### config.mk
export PLATFORM = sky130hd
export DESIGN_NAME = matmul_sequencer
export DESIGN_NICKNAME = d
export VERILOG_FILES = /design/src/rtl/matmul_pkg.sv /design/src/rtl/matmul_step_counter.sv /design/src/rtl/matmul_sequencer.sv
export SDC_FILE = /design/constraint.sdc
export NUM_CORES = 1
export LEC_CHECK = 0
export ABC_CLOCK_PERIOD_IN_PS = 2180
export CAP_MARGIN = 20
export CORE_AREA = 5 5 354 356
export CTS_CLUSTER_SIZE = 28
export DETAILED_ROUTE_END_ITERATION = 16
export DIE_AREA = 0 0 359 361
export PLACE_DENSITY = 0.37
export SKIP_CTS_REPAIR_TIMING = 1
export SYNTH_ARGS = -nofsm -noshare
export SYNTH_HDL_FRONTEND = slang
export SYNTH_SLANG_ARGS = --single-unit
### constraint.sdc
create_clock -name clk -period 2.18 [get_ports clk]
set_input_delay 0.436 -clock clk [delete_from_list [all_inputs] [get_ports clk]]
set_output_delay 0.436 -clock clk [all_outputs]
set_load 0.02 [all_outputs]
### src/rtl/matmul_pkg.sv
// Shared encodings for the matmul command path: opcodes, array write selects,
// sequencer states and the step-count helper.
package matmul_pkg;

   typedef enum logic [2:0] {
      MM_ILL0   = 3'b000,
      MM_WRA    = 3'b001,
      MM_WRB    = 3'b010,
      MM_WRC    = 3'b011,
      MM_MATMUL = 3'b100,
      MM_READC  = 3'b101,
      MM_STEP   = 3'b110,
      MM_ILL7   = 3'b111
   } mm_op_e;

   // Low two opcode bits of a write command map directly onto this select.
   typedef enum logic [1:0] {
      MM_SEL_NONE = 2'b00,
      MM_SEL_A    = 2'b01,
      MM_SEL_B    = 2'b10,
      MM_SEL_C    = 2'b11
   } mm_wr_sel_e;

   typedef enum logic [1:0] {
      ST_IDLE,
      ST_RUN,
      ST_RD1,
      ST_RD2
   } mm_state_e;

   // A full DIM x DIM systolic pass needs 3*DIM-2 steps to fill and drain.
   function automatic int mm_steps(input int dim);
      return 3 * dim - 2;
   endfunction

endpackage

### src/rtl/matmul_step_counter.sv
// Up-counter with synchronous load-to-zero, enable and a terminal flag;
// saturates at LAST instead of wrapping.
module matmul_step_counter #(
   parameter int LAST = 21,
   parameter int W    = 5
) (
   input  logic         clk,
   input  logic         rst,
   input  logic         load,
   input  logic         en,
   output logic [W-1:0] count,
   output logic         last
);

   always_ff @(posedge clk) begin
      if (rst || load) begin
         count <= '0;
      end else if (en && (count != W'(LAST))) begin
         count <= count + 1'b1;
      end
   end

   assign last = (count == W'(LAST));

endmodule

### src/rtl/matmul_sequencer.sv
// Turns decoded matmul commands into systolic-array write/step/read strobes;
// a matmul runs as a STEPS-cycle step burst with issue back-pressured.
module matmul_sequencer
   import matmul_pkg::*;
#(
   parameter int DIM    = 8,
   parameter int ELEM_W = 32,
   parameter int VLEN   = 4
) (
   input  logic                     clk,
   input  logic                     rst,
   input  logic                     cmd_valid,
   output logic                     cmd_ready,
   input  logic [2:0]               cmd_op,
   input  logic [$clog2(DIM)-1:0]   cmd_row,
   input  logic                     cmd_high_low,
   input  logic [VLEN*ELEM_W-1:0]   cmd_vec_lo,
   input  logic [VLEN*ELEM_W-1:0]   cmd_vec_hi,
   output logic                     sa_wr_en,
   output logic [1:0]               sa_wr_sel,
   output logic [$clog2(DIM)-1:0]   sa_wr_row,
   output logic [DIM*ELEM_W-1:0]    sa_wr_data,
   output logic                     sa_step,
   output logic [$clog2(DIM)-1:0]   sa_rd_row,
   input  logic [DIM*ELEM_W-1:0]    sa_rd_data,
   output logic                     rd_valid,
   output logic [VLEN*ELEM_W-1:0]   rd_data,
   output logic                     busy,
   output logic                     done,
   output logic                     illegal
);

   localparam int STEPS = mm_steps(DIM);
   localparam int CNT_W = $clog2(STEPS);

   mm_state_e        state_reg;
   mm_op_e           op;
   logic             half_reg;
   logic             accept_matmul;
   logic [CNT_W-1:0] cnt;
   logic             cnt_last;
   logic             cnt_pen;

   assign op            = mm_op_e'(cmd_op);
   assign accept_matmul = (state_reg == ST_IDLE) && cmd_valid && (op == MM_MATMUL);
   assign cnt_pen       = (cnt == CNT_W'(STEPS - 2));

   matmul_step_counter #(
      .LAST (STEPS - 1),
      .W    (CNT_W)
   ) u_step_counter (
      .clk   (clk),
      .rst   (rst),
      .load  (accept_matmul),
      .en    (state_reg == ST_RUN),
      .count (cnt),
      .last  (cnt_last)
   );

   always_ff @(posedge clk) begin
      if (rst) begin
         state_reg  <= ST_IDLE;
         cmd_ready  <= 1'b1;
         busy       <= 1'b0;
         sa_wr_en   <= 1'b0;
         sa_wr_sel  <= MM_SEL_NONE;
         sa_wr_row  <= '0;
         sa_wr_data <= '0;
         sa_step    <= 1'b0;
         sa_rd_row  <= '0;
         half_reg   <= 1'b0;
         rd_valid   <= 1'b0;
         done       <= 1'b0;
         illegal    <= 1'b0;
      end else begin
         sa_wr_en <= 1'b0;
         sa_step  <= 1'b0;
         rd_valid <= 1'b0;
         done     <= 1'b0;
         illegal  <= 1'b0;
         case (state_reg)
            ST_IDLE: begin
               if (cmd_valid) begin
                  case (op)
                     MM_WRA, MM_WRB, MM_WRC: begin
                        sa_wr_en   <= 1'b1;
                        sa_wr_sel  <= cmd_op[1:0];
                        sa_wr_row  <= cmd_row;
                        sa_wr_data <= {cmd_vec_hi, cmd_vec_lo};
                     end
                     MM_MATMUL: begin
                        state_reg <= ST_RUN;
                        cmd_ready <= 1'b0;
                        busy      <= 1'b1;
                        sa_step   <= 1'b1;
                     end
                     MM_READC: begin
                        state_reg <= ST_RD1;
                        cmd_ready <= 1'b0;
                        busy      <= 1'b1;
                        sa_rd_row <= cmd_row;
                        half_reg  <= cmd_high_low;
                     end
                     MM_STEP: sa_step <= 1'b1;
                     default: illegal <= 1'b1;
                  endcase
               end
            end
            ST_RUN: begin
               // done is raised one cycle early so it lines up with the last step.
               if (cnt_last) begin
                  state_reg <= ST_IDLE;
                  cmd_ready <= 1'b1;
                  busy      <= 1'b0;
               end else begin
                  sa_step <= 1'b1;
                  done    <= cnt_pen;
               end
            end
            ST_RD1: begin
               state_reg <= ST_RD2;
               rd_valid  <= 1'b1;
            end
            default: begin
               state_reg <= ST_IDLE;
               cmd_ready <= 1'b1;
               busy      <= 1'b0;
            end
         endcase
      end
   end

   // The array's C row only appears during RD2, so the selected half is
   // steered straight through under the registered half select and rd_valid.
   for (genvar gi = 0; gi < VLEN; gi++) begin : g_lane
      logic [ELEM_W-1:0] lo_elem;
      logic [ELEM_W-1:0] hi_elem;
      assign lo_elem = sa_rd_data[gi*ELEM_W +: ELEM_W];
      assign hi_elem = sa_rd_data[(VLEN+gi)*ELEM_W +: ELEM_W];
      assign rd_data[gi*ELEM_W +: ELEM_W] = rd_valid ? (half_reg ? hi_elem : lo_elem) : '0;
   end

endmodule
==> results of run 1 <==
-- final timing paths --
path | startpoint | end | slack [ns] | cells after the start
worst min register to register | sa_rd_row[2]$_SDFFE_PP0P_ | sa_rd_row[2]$_SDFFE_PP0P_ | 0.47 | 2
worst max-delay path | half_reg$_SDFFE_PP0P_ | rd_data[42] | -0.27 | 6
worst min-delay path | rst | sa_wr_sel[0]$_SDFFE_PP0P_ | 0.17 | 2
worst max register to register | state_reg[1]$_SDFFE_PP0P_ | sa_wr_data[121]$_SDFFE_PP0P_ | 0.44 | 7
-- metrics by stage --
stage	instance area, um^2	std cells
6_report	28700	4230
5_1_grt	28680	4222
4_1_cts	26890	4194
3_5_place_dp	25650	4130
3_3_place_gp	25650	4130
2_1_floorplan	12970	1567
-- power groups by stage --
stage | sequential, mW | clock [mW] | combinational [mW]
finish | 5.45 | 6.37 | 3.62
global route | 5.47 | 6.85 | 3.83
CTS | 5.45 | 6.69 | 3.40
detailed placement | 5.55 | 0 | 3.39
global placement | 5.55 | 0 | 3.40
floorplan | 5.80 | 0 | 0.842
-- worst max-delay path: stages (launching register included) --
cell and delay, ns:
dfxtp_4 0.42, buf_12 0.17, buf_12 0.16, mux2i_4 0.31, nor2b_1 0.08, buf_4 0.16
buf_12 0.13
-- layer usage --
layer  vias to the layer above  part of all wire
met4                        12             0.021
met1                      7783              0.38
li1                       7596                 -
met2                       607              0.51
met5                         -           0.00077
met3                       101             0.089
-- cells in the mapped netlist, types with 2 or more instances --
| cell type | count |
|---|---|
| buf_2 | 52 |
| clkbuf_1 | 83 |
| nor2_1 | 3 |
| buf_6 | 22 |
| dfxtp_1 | 279 |
| nor2b_1 | 130 |
| o21ai_1 | 175 |
| nand3_1 | 262 |
| nor3_1 | 4 |
| a21oi_1 | 268 |
| and4b_1 | 2 |
| mux2i_1 | 132 |
| buf_1 | 19 |
| nand3b_1 | 2 |
| inv_1 | 3 |
| o21ai_2 | 5 |
| o21ai_0 | 88 |
| or3b_2 | 2 |
| nand4bb_1 | 2 |
| ha_1 | 3 |
| nand2b_1 | 2 |
| nand2_1 | 13 |
-- logic make-up after synthesis --
kind of cell	synth area share
and+or+nand+nor	0.1832
AOI/OAI and AO/OA	0.2113
DFF	0.4307
buffers and inverters	0.06995
muxes	0.1019
adders and majority gates	0.002895
-- final cells by class --
cell class,instances,share of cell area
multi-input combinational,1108,0.2676
timing repair buffer,1139,0.4220
tap,1625,0.07084
clock buffer,53,0.03976
antenna,12,0.001046
clock inverter,11,0.003444
sequential,279,0.1949
inverter,3,0.0003923
==> flow_summary.json, run 1 <==
{
  "failed_checks": "negative setup slack",
  "multi_input_area_um2": 7681,
  "cap_violations": 0,
  "htree_levels": 2,
  "grt_max_degree": 46,
  "wire_per_inst_um": 24.80,
  "cp_max_fo": 6,
  "dp_slack_ns": -0.3798,
  "place_hpwl_mm": 86.15,
  "core_area_um2": 121400,
  "holdWs_ns": 0.1681,
  "nNetsFinal": 3095,
  "grt_pass1_vias": 16437,
  "placement_rows": 128,
  "antenna_found_initial": 25,
  "final_cell_mix": "clkdlybuf4s50_1 (774), dfxtp_1 (277), a21oi_1 (268)",
  "regArea_um2": 5593,
  "regMostFlops": "sa_wr_data",
  "met1_usage": 0.1619,
  "cts_tree": "yes",
  "switchingPower_mw": 4.433,
  "synth_cell_type_count": 38,
  "detail-route-antenna-nets": 0,
  "power_mw": 15.44,
  "ys_seq_elements": 279,
  "async_flop_share": 0,
  "final_common_cell": "clkdlybuf4s50_1",
  "syn_inst": 1567,
  "relSlewSlack": 0.6484,
  "p_seq_frac": 0.353,
  "vdd_ir_drop_max_mv": 0.5239,
  "place_congestion": 0.8536,
  "power.density_nw_per_um2": 538.0,
  "p_sw_frac": 0.2870,
  "fin_skew_ns": 0.01572,
  "cts.sinks": 279,
  "required_ns": 1.74,
  "syn_nets": 2092,
  "arrival_ns": 2.01,
  "synth_area_leader_cell": "dfxtp_1",
  "hold_path.class": "in2reg",
  "largest_reg_flops": 256,
  "die_y_um": 361,
  "firstDrtPassIters": 5,
  "grt_use_total": 0.1500,
  "report.final.slew_viol_count": 0,
  "finalWorstSetupSlack_ns": -0.2705,
  "clkSlewWorstSetupHoldPaths_ns": 0.06,
  "grtUsageMet2": 0.2787,
  "first_iter_violations": 825,
  "power.share.clock": 0.413,
  "fillers": 13351,
  "synth_edf_count": 0,
  "fmax_ghz": 0.4081,
  "power.leakage_nw": 9.902,
  "pin_count": 921,
  "syn_avg_cell_area_um2": 8.275,
  "grt.busiest_layer": "met2",
  "path_class": "reg2out",
  "synthFlopType": "dfxtp_1",
  "dieArea_um2": 129600,
  "cts.path.max_buffers": 3,
  "internal_power_mw": 11.01,
  "io_buffers": 920,
  "worstMarginPinSlew_ns": 0.5266,
  "area_delta_synth_final_pct": 121.3,
  "numCtsBuffers": 39,
  "finalCoreUtilization": 0.2364,
  "num_vias": 16099,
  "grt_setup_unrepaired": "yes",
  "yosysSeqAreaShare": 0.4307,
  "reg.largest.list": "sa_wr_data x256, u_step_counter.count x5",
  "gr-total-overflow": 0,
  "status": "complete, but fails checks",
  "initial_core_util": 0.1068,
  "drc": 0,
  "ys_warn_count": 0,
  "yosysTopAreaCellShare": 0.4307,
  "cts_root_buf": "clkbuf_16",
  "period_share": 1.124,
  "grt_pass1_wl_mm": 138.9,
  "cp-end-kind": "output pin",
  "syn_area_um2": 12970,
  "hold_viol": 0,
  "post_route_cells_drive_above_1_share": 0.2144,
  "viasPerCell": 3.806,
  "cp-start-kind": "flip-flop",
  "tns_ns": -21.05,
  "setup_viol": 126,
  "drt_wl_total_mm": 104.9,
  "use_met3": 0.06064,
  "synth_area_leaders": "dfxtp_1 (43%), a21oi_1 (10%), mux2i_1 (10%), nand3_1 (10%), o21ai_1 (6.8%)",
  "die_x_um": 359,
  "clk_latency_ns": 0.57,
  "pwr-share-comb": 0.234,
  "fin_crit_ns": 2.451
}
Power figures use the tool's default switching activity.
==> run 2: changes to the inputs <==
--- a/config.mk
+++ b/config.mk
@@ -11,8 +11,8 @@
 export CTS_CLUSTER_SIZE = 28
 export DETAILED_ROUTE_END_ITERATION = 16
 export DIE_AREA = 0 0 359 361
-export PLACE_DENSITY = 0.37
-export SKIP_CTS_REPAIR_TIMING = 1
+export PLACE_DENSITY_LB_ADDON = 0.25
+export SKIP_LAST_GASP = 1
 export SYNTH_ARGS = -nofsm -noshare
 export SYNTH_HDL_FRONTEND = slang
 export SYNTH_SLANG_ARGS = --single-unit
==> run 2 against run 1 <==
The run still ends with negative setup slack left. Die area did not move. Clock-buffer cell count fell by 1. Clock power rose by 14%. Worst setup slack got worse by 0.021 ns. Design area rose by 0.42%. Combinational power fell by 2%. Sequential share of layout area fell by 0.082 points. Hold slack improved by 0.077 ns. Critical path type unchanged.
==> flow_summary.json, run 2 (synthesis gave the netlist of run 1 again) <==
{
  "cp-end-kind": "output pin",
  "multi_input_area_um2": 7666,
  "setup_viol": 128,
  "grt_setup_unrepaired": "yes",
  "period_share": 1.134,
  "power.leakage_nw": 9.916,
  "power.density_nw_per_um2": 564.0,
  "design_area_um2": 28820,
  "regMostFlops": "sa_wr_data",
  "fmax_ghz": 0.4045,
  "report.final.slew_viol_count": 0,
  "vdd_ir_drop_max_mv": 0.5537,
  "cp_cell_sequence": "buf_4, buf_8, buf_12, mux2i_4, buf_4, nor2b_4, buf_12",
  "die_x_um": 359,
  "hold_viol": 0,
  "cp_max_fo": 6,
  "first_iter_violations": 718,
  "gr-total-overflow": 0,
  "cts_tree": "yes",
  "arrival_ns": 2.04,
  "dieArea_um2": 129600,
  "place_congestion": 0.8584,
  "largest_reg_flops": 256,
  "post_route_cells_drive_above_1_share": 0.2177,
  "cts.path.max_buffers": 3,
  "hold_path.class": "in2reg",
  "placed_area_um2": 25490,
  "worstMarginPinSlew_ns": 0.5342,
  "io_buffers": 920,
  "numCtsBuffers": 38,
  "path_class": "reg2out",
  "place_hpwl_mm": 83.38,
  "clk_latency_ns": 0.56,
  "nNetsFinal": 3118,
  "fin_skew_ns": 0.02151,
  "failed_checks": "negative setup slack",
  "area_delta_synth_final_pct": 122.3,
  "regArea_um2": 5593,
  "hold_buffers": 0,
  "cts_root_buf": "clkbuf_16",
  "final_common_cell": "clkdlybuf4s50_1",
  "drc": 0,
  "cp-start-kind": "flip-flop",
  "cap_violations": 0,
  "pin_count": 921,
  "core_area_um2": 121400,
  "dp_slack_ns": -0.4085,
  "final_cell_mix": "clkdlybuf4s50_1 (776), dfxtp_1 (277), a21oi_1 (268)",
  "wire_per_inst_um": 24.08,
  "num_vias": 16223,
  "fillers": 13382,
  "initial_core_util": 0.1068,
  "clkSlewWorstSetupHoldPaths_ns": 0.06,
  "finalWorstSetupSlack_ns": -0.2920,
  "reg.largest.list": "sa_wr_data x256, u_step_counter.count x5",
  "grt_use_total": 0.1490,
  "relSlewSlack": 0.6425,
  "fin_crit_ns": 2.472,
  "required_ns": 1.74,
  "placement_rows": 128,
  "grt_pass1_wl_mm": 137.8,
  "grt_pass1_vias": 16678,
  "firstDrtPassIters": 5,
  "viasPerCell": 3.804,
  "crit_slowest_cell": "dfxtp_4",
  "htree_levels": 2,
  "status": "complete, but fails checks",
  "antenna_found_initial": 40,
  "crit_path_max_incr_delay_ns": 0.40,
  "cts.sinks": 279,
  "detail-route-antenna-nets": 0,
  "die_y_um": 361,
  "grt_max_degree": 71,
  "drt_wl_total_mm": 102.7,
  "tns_ns": -22.82
}
[run 2: cell types whose count changed in the layout (fill, tap and decap cells not counted), sizes merged]
cell,delta
buf,+16
bufinv,+8
clkbuf,-10
clkdlybuf4s50,+2
clkinv,-3
clkinvlp,+1
diode,+5
dlygate4sd2,+27
dlymetal6s2s,-12
inv,+1
[run 2: timing repair]
item	4_1_cts	5_1_grt
gates resized for setup	442	114
endpoints found under the setup margin	137	128
buffers inserted	61	13
cloned	7	1
[run 2: area by class of cell]
class,instances,share of cell area
repair buffers,1163,0.4177
flip-flops and latches,279,0.1940
clock buffers,52,0.03794
multi-input cells,1108,0.2660
diodes,17,0.001476
clock inverters,18,0.01194
inverters,3,0.0003907
well taps,1625,0.07054
[run 2: critical path: cells and delay by family, from the launching register on]
family | cells | cell delay [ns]
DFF | 1 | 0.40
and+or+nand+nor | 1 | 0.16
muxes | 1 | 0.19
buffers and inverters | 5 | 0.72
[run 2: routing by layer]
layer | routed length, um | share of wire | global-route usage
met4 | 3957 | 0.039 | 0.06351
met1 | 37930 | 0.37 | 0.1588
met3 | 9397 | 0.092 | 0.05980
met5 | 119 | 0.0012 | 0
met2 | 51290 | 0.50 | 0.2616
[run 2: worst paths after layout]
| kind | startpoint | end | slack, ns | cells past startpoint |
|---|---|---|---|---|
| worst max-delay path | half_reg$_SDFFE_PP0P_ | rd_data[30] | -0.29 | 7 |
| worst min register to register | sa_wr_data[83]$_SDFFE_PP0P_ | sa_wr_data[83]$_SDFFE_PP0P_ | 0.46 | 2 |
| worst max register to register | state_reg[1]$_SDFFE_PP0P_ | sa_wr_data[133]$_SDFFE_PP0P_ | 0.47 | 5 |
| worst min-delay path | rst | sa_wr_data[222]$_SDFFE_PP0P_ | 0.24 | 2 |
[run 2: stage by stage]
step / util / hold WS (ns) / std cells / total power, mW
2_1_floorplan: - / 0.4833 / 1567 / 6.646
3_5_place_dp: 0.2100 / 0.4611 / 4136 / 8.870
5_1_grt: 0.2373 / 0.2222 / 4259 / 16.97
4_1_cts: 0.2350 / 0.1976 / 4251 / 16.59
6_report: 0.2374 / 0.2446 / 4265 / 16.26
3_3_place_gp: 0.2100 / 0.4461 / 4136 / 8.876
[run 2: where the power goes]
group / internal, mW / total, mW / switching [mW]
logic: 1.88 / 3.55 / 1.67
clock network: 4.60 / 7.25 / 2.66
registers: 5.32 / 5.45 / 0.124
==> run 3: changes to the inputs <==
--- a/config.mk
+++ b/config.mk
@@ -7,11 +7,13 @@
 export LEC_CHECK = 0
 export ABC_CLOCK_PERIOD_IN_PS = 2180
 export CAP_MARGIN = 20
-export CORE_AREA = 5 5 354 356
+export CORE_AREA = 5 5 352 354
 export CTS_CLUSTER_SIZE = 28
 export DETAILED_ROUTE_END_ITERATION = 16
-export DIE_AREA = 0 0 359 361
+export DIE_AREA = 0 0 357 359
+export DONT_BUFFER_PORTS = 1
 export PLACE_DENSITY_LB_ADDON = 0.25
+export RECOVER_POWER = 100
 export SKIP_LAST_GASP = 1
 export SYNTH_ARGS = -nofsm -noshare
 export SYNTH_HDL_FRONTEND = slang
==> run 3 against run 2 <==
The flow finishes with violations (negative hold slack, negative setup slack). Clock skew grew 0.0020 ns. Non-clock buffer count shrank 744. Cell count shrank 18%. Largest cell class is now multi-input combinational cells.
==> flow_summary.json, run 3 (synthesis gave the netlist of run 1 again) <==
{
  "status": "complete, but fails checks",
  "failed_checks": "negative hold slack, negative setup slack",
  "numCtsBuffers": 36,
  "cap_violations": 0,
  "critPathLaunch": "half_reg$_SDFFE_PP0P_",
  "die_y_um": 359,
  "place_hpwl_mm": 73.34,
  "holdWs_ns": -0.03511,
  "hold_path.class": "in2reg",
  "multi_input_area_um2": 7796,
  "gr-total-overflow": 0,
  "cp-end-kind": "output pin",
  "cts.path.max_buffers": 3,
  "min-delay-start": "rst",
  "cp-start-kind": "flip-flop",
  "dieArea_um2": 128200,
  "grt_setup_unrepaired": "yes",
  "grt_pass1_wl_mm": 122.5,
  "core_area_um2": 120800,
  "die_x_um": 357,
  "wire_per_inst_um": 26.82,
  "final_cell_mix": "dfxtp_1 (277), a21oi_1 (268), nand3_1 (262)",
  "arrival_ns": 2.12,
  "grt_pass1_vias": 13540,
  "regArea_um2": 5593,
  "finalWorstSetupSlack_ns": -0.3738,
  "fillers": 13677,
  "area_delta_synth_final_pct": 62.35,
  "antenna_found_initial": 36,
  "report.final.slew_viol_count": 0,
  "htree_levels": 2,
  "relSlewSlack": 0.5105,
  "regMostFlops": "sa_wr_data",
  "cts_tree": "yes",
  "grt_max_degree": 269,
  "grt_use_total": 0.1357,
  "reg.largest.list": "sa_wr_data x256, u_step_counter.count x5",
  "period_share": 1.171,
  "cts_root_buf": "clkbuf_16",
  "power.leakage_nw": 6.742,
  "drc": 0,
  "placement_rows": 128,
  "largest_reg_flops": 256,
  "first_iter_violations": 1014,
  "fin_skew_ns": 0.02354,
  "whs_path_depth": 1,
  "cp_max_fo": 8,
  "power.density_nw_per_um2": 640.2,
  "nNetsFinal": 2372,
  "tns_ns": -28.08,
  "final_common_cell": "dfxtp_1",
  "cts.sinks": 279,
  "clkSlewWorstSetupHoldPaths_ns": 0.07,
  "reg2regPathDepth": 7,
  "viasPerCell": 3.881,
  "worst-r2r-setup-slack_ns": -0.07,
  "timing.rr.start": "state_reg[1]$_SDFFE_PP0P_",
  "pin_count": 921,
  "fmax_ghz": 0.3916,
  "required_ns": 1.74,
  "post_route_cells_drive_above_1_share": 0.2545,
  "place_congestion": 0.8878,
  "detail-route-antenna-nets": 0,
  "path_class": "reg2out",
  "rr_endpoint": "sa_wr_data[104]$_SDFFE_PP0P_",
  "hold_viol": 18,
  "drt_wl_total_mm": 94.08,
  "firstDrtPassIters": 5,
  "num_vias": 13614,
  "min_to": "sa_wr_data[241]$_SDFFE_PP0P_",
  "fin_crit_ns": 2.554,
  "vdd_ir_drop_max_mv": 0.4900,
  "worstMarginPinSlew_ns": 0.7343,
  "io_buffers": 0,
  "setup_viol": 161,
  "initial_core_util": 0.1074,
  "clk_latency_ns": 0.56
}
-- run 3: cell types whose count changed in the layout (fill, tap and decap cells not counted), moves of 7 or more --
cell,previous run,this run
bufinv_16,9,1
dlygate4sd3_1,0,138
buf_2,8,0
nor2b_4,30,23
buf_4,203,154
buf_12,81,32
dlygate4sd2_1,27,0
clkdlybuf4s50_1,776,0
buf_16,3,12
mux2i_4,67,84
mux2i_1,42,32
buf_6,53,65
mux2i_2,23,16
clkbuf_1,5,15
-- run 3: per-layer routing --
metal / part of all wire / wire length (um) / global-route usage / vias up
met5: 0.0027 / 258 / 0 / -
met4: 0.030 / 2805 / 0.03768 / 40
met3: 0.12 / 10880 / 0.06529 / 128
met2: 0.50 / 46990 / 0.2426 / 676
met1: 0.35 / 33150 / 0.1411 / 6616
li1: - / - / - / 6154
-- run 3: cell type report --
cell class	count	area share
multi-input cells	1108	0.3703
flip-flops and latches	279	0.2657
repair buffers	419	0.2113
well taps	1625	0.09658
clock buffers	54	0.05034
clock inverters	7	0.003685
diodes	13	0.001545
inverters	3	0.0005349
-- run 3: stage by stage --
step	std cells	total power [mW]	utilization	instance area [um^2]	setup slack [ns]
after global placement	3251	7.241	0.1342	16210	-0.1495
after CTS	3477	13.77	0.1700	20520	-0.4191
after floorplan	1567	6.646	-	12970	0.3915
after global routing	3495	14.09	0.1741	21020	-0.4664
after detailed placement	3251	7.240	0.1342	16210	-0.1737
final	3508	13.48	0.1743	21050	-0.3738
-- run 3: report_power, final --
group	switching, mW	internal (mW)
combinational	0.929	0.813
clock	2.45	3.47
sequential	0.489	5.32
-- run 3: worst max path at each step --
stage / endpoint / depth (start not counted)
6_report: rd_data[16] / 7
4_1_cts: rd_data[24] / 6
3_3_place_gp: rd_data[21] / 5
3_5_place_dp: rd_data[21] / 5
2_1_floorplan: rd_data[118] / 5
5_1_grt: rd_data[16] / 7
-- run 3: what timing repair did --
action                                  CTS  global route
gates resized for setup                 240            86
buffers inserted                         22            15
endpoints found under the setup margin  122           128
hold buffers                            131             7
cloned                                   13             4
hold endpoints to repair                250           121
-- run 3: worst max-delay path, cell delays in order, from the launching register on --
cell       delay, ns
dfxtp_4         0.37
buf_12          0.18
buf_12          0.15
clkbuf_16       0.18
mux2i_2         0.27
buf_4           0.19
nor2b_1         0.05
buf_4           0.15
